==> src/rtl/id_ex_operand_stage.sv <==
// ID/EX operand register feeding the ALU: capture bypass, hazard bubbles, hold and flush.
// Define IDEX_FORWARD_EN for EX/MEM and MEM/WB operand forwarding; otherwise RAW hazards stall.
module id_ex_operand_stage #(
  parameter int DW = 32,
  parameter int RW = 5
) (
  input  logic          clk,
  input  logic          rst_n,
  input  logic          id_valid,
  input  logic [RW-1:0] id_rs_addr,
  input  logic [RW-1:0] id_rt_addr,
  input  logic [RW-1:0] id_rd_addr,
  input  logic          id_use_rs,
  input  logic          id_use_rt,
  input  logic [DW-1:0] id_rs_data,
  input  logic [DW-1:0] id_rt_data,
  input  logic [DW-1:0] id_imm,
  input  logic          id_alusrc,
  input  logic [3:0]    id_aluop,
  input  logic          id_regwrite,
  input  logic          id_memread,
  input  logic          id_memwrite,
  input  logic          id_memtoreg,
  input  logic          exmem_regwrite,
  input  logic [RW-1:0] exmem_rd,
  input  logic [DW-1:0] exmem_result,
  input  logic          memwb_regwrite,
  input  logic [RW-1:0] memwb_rd,
  input  logic [DW-1:0] memwb_result,
  input  logic          ex_ready,
  input  logic          flush,
  output logic [DW-1:0] alu_a,
  output logic [DW-1:0] alu_b,
  output logic [3:0]    alu_op,
  output logic          ex_valid,
  output logic [RW-1:0] ex_rd,
  output logic          ex_regwrite,
  output logic          ex_memread,
  output logic          ex_memwrite,
  output logic          ex_memtoreg,
  output logic [DW-1:0] ex_store_data,
  output logic          stall
);

  localparam logic [3:0] OP_CLEAR = 4'b1001;

  logic          ex_valid_reg;
  logic [RW-1:0] ex_rd_reg;
  logic          ex_regwrite_reg;
  logic          ex_memread_reg;
  logic          ex_memwrite_reg;
  logic          ex_memtoreg_reg;
  logic [DW-1:0] imm_reg;
  logic          alusrc_reg;
  logic [3:0]    aluop_reg;
  logic [DW-1:0] src_val_reg [2];
`ifdef IDEX_FORWARD_EN
  logic [RW-1:0] src_addr_reg [2];
`else
  logic          exmem_hit [2];
`endif

  // Index 0 is rs, index 1 is rt throughout.
  logic [RW-1:0] id_addr     [2];
  logic [DW-1:0] id_data     [2];
  logic          id_use      [2];
  logic [DW-1:0] capture_val [2];
  logic [DW-1:0] fwd_val     [2];
  logic          ex_hit      [2];

  logic hazard;
  logic load_slot;
  logic clear_slot;

  assign id_addr[0] = id_rs_addr;
  assign id_addr[1] = id_rt_addr;
  assign id_data[0] = id_rs_data;
  assign id_data[1] = id_rt_data;
  assign id_use[0]  = id_use_rs;
  assign id_use[1]  = id_use_rt;

  genvar gi;
  generate
    for (gi = 0; gi < 2; gi++) begin : g_operand
      // Write-back lands in the register file this same edge, so take it directly.
      assign capture_val[gi] = (memwb_regwrite && (memwb_rd != '0) && (memwb_rd == id_addr[gi]))
                               ? memwb_result : id_data[gi];
      assign ex_hit[gi] = id_use[gi] && (id_addr[gi] == ex_rd_reg);
`ifdef IDEX_FORWARD_EN
      assign fwd_val[gi] =
        (exmem_regwrite && (src_addr_reg[gi] != '0) && (exmem_rd == src_addr_reg[gi])) ? exmem_result :
        (memwb_regwrite && (src_addr_reg[gi] != '0) && (memwb_rd == src_addr_reg[gi])) ? memwb_result :
        src_val_reg[gi];
`else
      assign fwd_val[gi]   = src_val_reg[gi];
      assign exmem_hit[gi] = id_use[gi] && (id_addr[gi] == exmem_rd);
`endif
    end
  endgenerate

`ifdef IDEX_FORWARD_EN
  // Only a load in EX cannot be forwarded in time.
  assign hazard = ex_valid_reg && ex_memread_reg && id_valid && (ex_rd_reg != '0) &&
                  (ex_hit[0] || ex_hit[1]);
`else
  // Without forwarding, any producer still in EX or MEM blocks the reader.
  assign hazard = id_valid &&
                  ((ex_valid_reg && ex_regwrite_reg && (ex_rd_reg != '0) && (ex_hit[0] || ex_hit[1])) ||
                   (exmem_regwrite && (exmem_rd != '0) && (exmem_hit[0] || exmem_hit[1])));
  wire unused_exmem_result = ^exmem_result;
`endif

  assign stall      = ~ex_ready | (hazard & ~flush);
  assign load_slot  = ex_ready & ~flush & ~hazard & id_valid;
  assign clear_slot = ~rst_n | (ex_ready & ~load_slot);

  always_ff @(posedge clk) begin
    if (clear_slot) begin
      ex_valid_reg    <= 1'b0;
      ex_rd_reg       <= '0;
      ex_regwrite_reg <= 1'b0;
      ex_memread_reg  <= 1'b0;
      ex_memwrite_reg <= 1'b0;
      ex_memtoreg_reg <= 1'b0;
      imm_reg         <= '0;
      alusrc_reg      <= 1'b0;
      aluop_reg       <= OP_CLEAR;
      for (int i = 0; i < 2; i++) begin
        src_val_reg[i]  <= '0;
`ifdef IDEX_FORWARD_EN
        src_addr_reg[i] <= '0;
`endif
      end
    end else if (load_slot) begin
      ex_valid_reg    <= 1'b1;
      ex_rd_reg       <= id_rd_addr;
      ex_regwrite_reg <= id_regwrite;
      ex_memread_reg  <= id_memread;
      ex_memwrite_reg <= id_memwrite;
      ex_memtoreg_reg <= id_memtoreg;
      imm_reg         <= id_imm;
      alusrc_reg      <= id_alusrc;
      aluop_reg       <= id_aluop;
      for (int i = 0; i < 2; i++) begin
        src_val_reg[i]  <= capture_val[i];
`ifdef IDEX_FORWARD_EN
        src_addr_reg[i] <= id_addr[i];
`endif
      end
    end
  end

  assign alu_a         = fwd_val[0];
  assign ex_store_data = fwd_val[1];
  assign alu_b         = alusrc_reg ? imm_reg : fwd_val[1];
  assign alu_op        = aluop_reg;
  assign ex_valid      = ex_valid_reg;
  assign ex_rd         = ex_rd_reg;
  assign ex_regwrite   = ex_regwrite_reg;
  assign ex_memread    = ex_memread_reg;
  assign ex_memwrite   = ex_memwrite_reg;
  assign ex_memtoreg   = ex_memtoreg_reg;

endmodule

==> config.mk <==
export PLATFORM = sky130hd
export DESIGN_NAME = id_ex_operand_stage
export DESIGN_NICKNAME = d
export VERILOG_FILES = /design/src/rtl/id_ex_operand_stage.sv
export SDC_FILE = /design/constraint.sdc
export NUM_CORES = 1
export LEC_CHECK = 0
export BUFFER_PORTS_ARGS = -buffer_cell sky130_fd_sc_hd__buf_2
export CORE_AREA = 2 2 123 125
export CTS_BUF_LIST = sky130_fd_sc_hd__clkbuf_16
export CTS_CLUSTER_SIZE = 25
export DETAILED_ROUTE_END_ITERATION = 8
export DIE_AREA = 0 0 125 127
export GPL_TIMING_DRIVEN = 0
export PLACE_DENSITY = 0.68
export SKIP_CTS_REPAIR_TIMING = 1
export SLEW_MARGIN = 10
export SYNTH_ARGS = -nofsm -noshare
export SYNTH_HDL_FRONTEND = slang
export SYNTH_SLANG_ARGS = --single-unit
==> constraint.sdc <==
create_clock -name clk -period 4.3 [get_ports clk]
set_input_delay 0.645 -clock clk [delete_from_list [all_inputs] [get_ports clk]]
set_output_delay 0.645 -clock clk [all_outputs]
set_load 0.02 [all_outputs]
Yosys cells after proc, flatten, opt, wreduce, memory -nomap -nowiden. Memory sizes are Yosys's and may differ from the RTL's. Index checks and enable logic that the tools add are counted.

Bitwise operators: 14. Multiplexer cells: 10. Reductions and logical operators: 19. Eq/ne operators: 6.

Operators by type and width (count): 2-to-1 mux 32 bit (5); == test 5 bit (6); nonzero test 5 bit (3); logical AND 1 bit (13); bitwise AND 1 bit (5); 2-to-1 mux 1 bit (5); inverter 1 bit (5); OR 1 bit (4); logical OR 1 bit (3).

Logic and storage cells: 59. Memories: 1. Memory bits (writable): 64. Output and inout port bits: 111. Register bits: 47. Input port bits: 203.

Memories: src_val_reg (depth 2, width 32, read ports 2, clocked after Yosys merged registers in 0, wr ports 2, line 56) `logic [DW-1:0] src_val_reg [2];`.

Logic depth before layout (Yosys ltp).
Depth in word-level cells: 15. Depth in mapped cells: 7. Gate-level depth less buffers: 5.

Least setup slack after synthesis. No wires, ideal clock.

Path kind: input-to-reg. Start: input rst_n. End: memory src_val_reg[0][0], enable pin. Arrival time: 2.233 ns. Path slack: 1.647 ns. Stages: 3. Buffers on the path: 1. Cells stage by stage: nor2b_1 -> clkbuf_1 -> inv_1.

RTL lines: start: declaration (line 8) `input logic rst_n,`; end: declaration (line 56).

Worst setup path after layout.
Start: register alusrc_reg. End: output alu_b[20].

Word-level cells in the longest chain between the ends: 1.

Ends and longest elaborated chain: start: declaration (line 54) `logic alusrc_reg;`; start signal: assignment (line 142) `alusrc_reg <= id_alusrc;`; 2-to-1 mux 32 bit (line 155) `assign alu_b = alusrc_reg ? imm_reg : fwd_val[1];`; end: declaration (line 33) `output logic [DW-1:0] alu_b,`.

Every way passes these cells.

==> flow_summary.yaml <==
grt:
  grt_antenna_before_repair: 0
  overflow: 0
  grt_pass1_wl_mm: 24.22
  grt_pass1_vias: 4530
  grt_max_degree: 41
  grt_usage: 0.1967
route:
  totalWireLength_mm: 16.20
  ant_nets: 0
  via_per_inst: 4.953
  num_vias: 4388
  drtIter0Drc: 164
  dr.pass1.iters: 4
  drc: 0
  wl_per_cell_um: 18.29
sta:
  hold_violations: 0
  fin_crit_sh: 0.6522
  max_slew_margin: 0.5008
  period_minus_slack_ns: 2.804
  tightest_slew_ns: 0.7432
  setup_viol: 0
  rsz0062_at_grt: "no"
  holdWs_ns: 0.4738
  fin_setup_tns_ns: 0
  fmax_mhz: 356.6
  finalClockSkew_ns: 0.01117
  slew_viol_final: 0
die:
  die-area_um2: 15880
  row_count: 44
  initial_core_util: 0.3621
  pin_count: 314
  core_area_um2: 14420
  die-width_um: 125
  die_y_um: 127
yosys:
  yosys_warnings: 0
  ys_ff_latch: 111
  synth_nets: 607
  synth.top_cell.area_share: 0.3680
  synth_top_area_cell: "edfxtp_1"
  syn_inst: 404
  yosysSeqAreaShare: 0.5482
  ys_types: 32
  syn_area_per_cell_um2: 12.93
  synthTopCellsByArea: "edfxtp_1 (37%), dfxtp_1 (18%), mux2i_1 (12%)"
  syn_area_um2: 5223
power:
  p_comb_frac: 0.156
  ir_drop_v: 0.0001937
  seq_power_share: 0.506
  power.density_nw_per_um2: 326.9
  p_int_w: 0.001713
  p_leak_nw: 3.259
  switchingPower_w: 0.0006249
  p_clk_frac: 0.338
  sw_frac_of_total: 0.2673
placement:
  gp_congestion: 0.9437
  dp_hpwl_mm: 12.60
  numPortBuffers: 281
clock_network:
  cts.clk_slew.worst_paths_ns: 0.07
  clock-sinks: 111
  cts_root_buf: "clkbuf_16"
  htreeDepth: 3
  clk_latency_ns: 0.35
  cts_max_path_buffers: 2
  cts_tree: "yes"
  cts_buffers: 9
critical_path:
  critPathSlowestCell: "clkbuf_1"
  critPathTopFamily: "buffers and inverters"
  required_ns: 3.65
  crit_top_cell: "clkbuf_1"
  critPathArrivalTime_ns: 2.16
  r2r_start: "ex_rd[4]"
  crit_type: "reg2out"
  crit_path_max_fanout: 10
  crit_path_cell_trace: "clkbuf_1 -> clkbuf_1 -> mux2_2 -> buf_2"
  critPathMaxStageDelay_ns: 0.54
  crit_buf_inv: 3
  crit_start: "alusrc_reg"
  cp-end-kind: "primary output"
  crit_path_start_kind: "flop"
run:
  drv_cap: 0
cells_and_area:
  postLayoutCoreUtil: 0.4959
  fin_nets: 900
  largest_reg_flops: 64
  area_growth_syn_to_layout_pct: 36.97
  fillCellCount: 1326
  drive_gt1_frac: 0.5028
  antenna_cells: 0
worst_hold_path:
  hold_class: "reg2reg"
  hold_start: "ex_memtoreg"
run_status:
  status: "completed"
## per-stage QoR
stage	instances	worst slack (ns)	total power, W	instance area (um2)
floorplan	404	1.647	0.001393	5223
global placement	869	0.7553	0.001564	6859
detailed placement	870	1.545	0.001574	6882
CTS	886	1.428	0.002359	7153
global route	886	1.310	0.002415	7153
finish	886	1.496	0.002338	7153
## final timing paths
path | cells past startpoint | to | slack (ns)
max | 4 | alu_b[20] | 1.50
min | 1 | ex_memtoreg | 0.47
max reg2reg | 6 | src_val_reg[0][23] | 1.98
min reg2reg | 1 | ex_memtoreg | 0.47
## cell type report
type | count | area [um2] | area share
plain buffers | 27 | 211.5 | 0.02956
clock buffers | 9 | 225.2 | 0.03149
clock inverters | 7 | 46.29 | 0.006472
inverters | 4 | 17.52 | 0.002449
multi-input cells | 262 | 2133 | 0.2982
flip-flops and latches | 111 | 2863 | 0.4002
well taps | 184 | 230.2 | 0.03218
repair buffers | 282 | 1426 | 0.1994
## cell usage after synthesis (all sizes together)
library cell	n
a22o	44
and2	2
a32oi	2
inv	3
o221a	1
xnor2	10
buf	16
nor4	6
nor2b	1
nand3	2
nand2	2
o22ai	1
dfxtp	47
or3	1
o21ai	2
a31o	1
o221ai	1
xor2	20
clkinv	1
clkbuf	11
mux2	32
nor2	64
o22a	2
mux2i	64
or4	2
and4	1
edfxtp	64
o311a	1
## cell families (layout without fill, tap and decap cells)
group,Yosys count,after routing,synth area share
mux,96,96,0.1917
flops,111,111,0.5482
simple gates,81,81,0.07283
xor+xnor,30,30,0.05031
compound gates,55,55,0.09368
buf+inv,31,329,0.04336
## power groups by stage
stage	clock network, W	registers, W	logic (W)
2_1_floorplan	0	0.00125	0.000142
3_3_place_gp	0	0.00121	0.000356
5_1_grt	0.000836	0.00119	0.000390
4_1_cts	0.000808	0.00118	0.000368
6_report	0.000790	0.00118	0.000365
3_5_place_dp	0	0.00121	0.000366
## layer usage
metal  track usage  vias up  share of wire
li1              -     2087              -
met2        0.3491      191           0.51
met4       0.06536        0          0.021
met3       0.05444       25          0.068
met1        0.2307     2085           0.40
met5             0        -              0
## layout by cell type (no fill, tap or decap), types with 2 or more instances in the layout
master / instances
a22o_1: 44
a32oi_1: 2
and2_1: 2
buf_2: 282
buf_6: 14
clkbuf_1: 11
clkbuf_16: 9
clkinv_1: 2
clkinv_2: 2
clkinvlp_4: 2
dfxtp_1: 47
edfxtp_1: 64
inv_1: 2
inv_6: 2
mux2_2: 32
mux2i_1: 64
nand2_1: 2
nand3_1: 2
nor2_1: 64
nor4_1: 3
nor4_4: 2
o21ai_2: 2
o22a_1: 2
or4_1: 2
xnor2_1: 10
xor2_1: 20
Power figures use the tool's default switching activity.
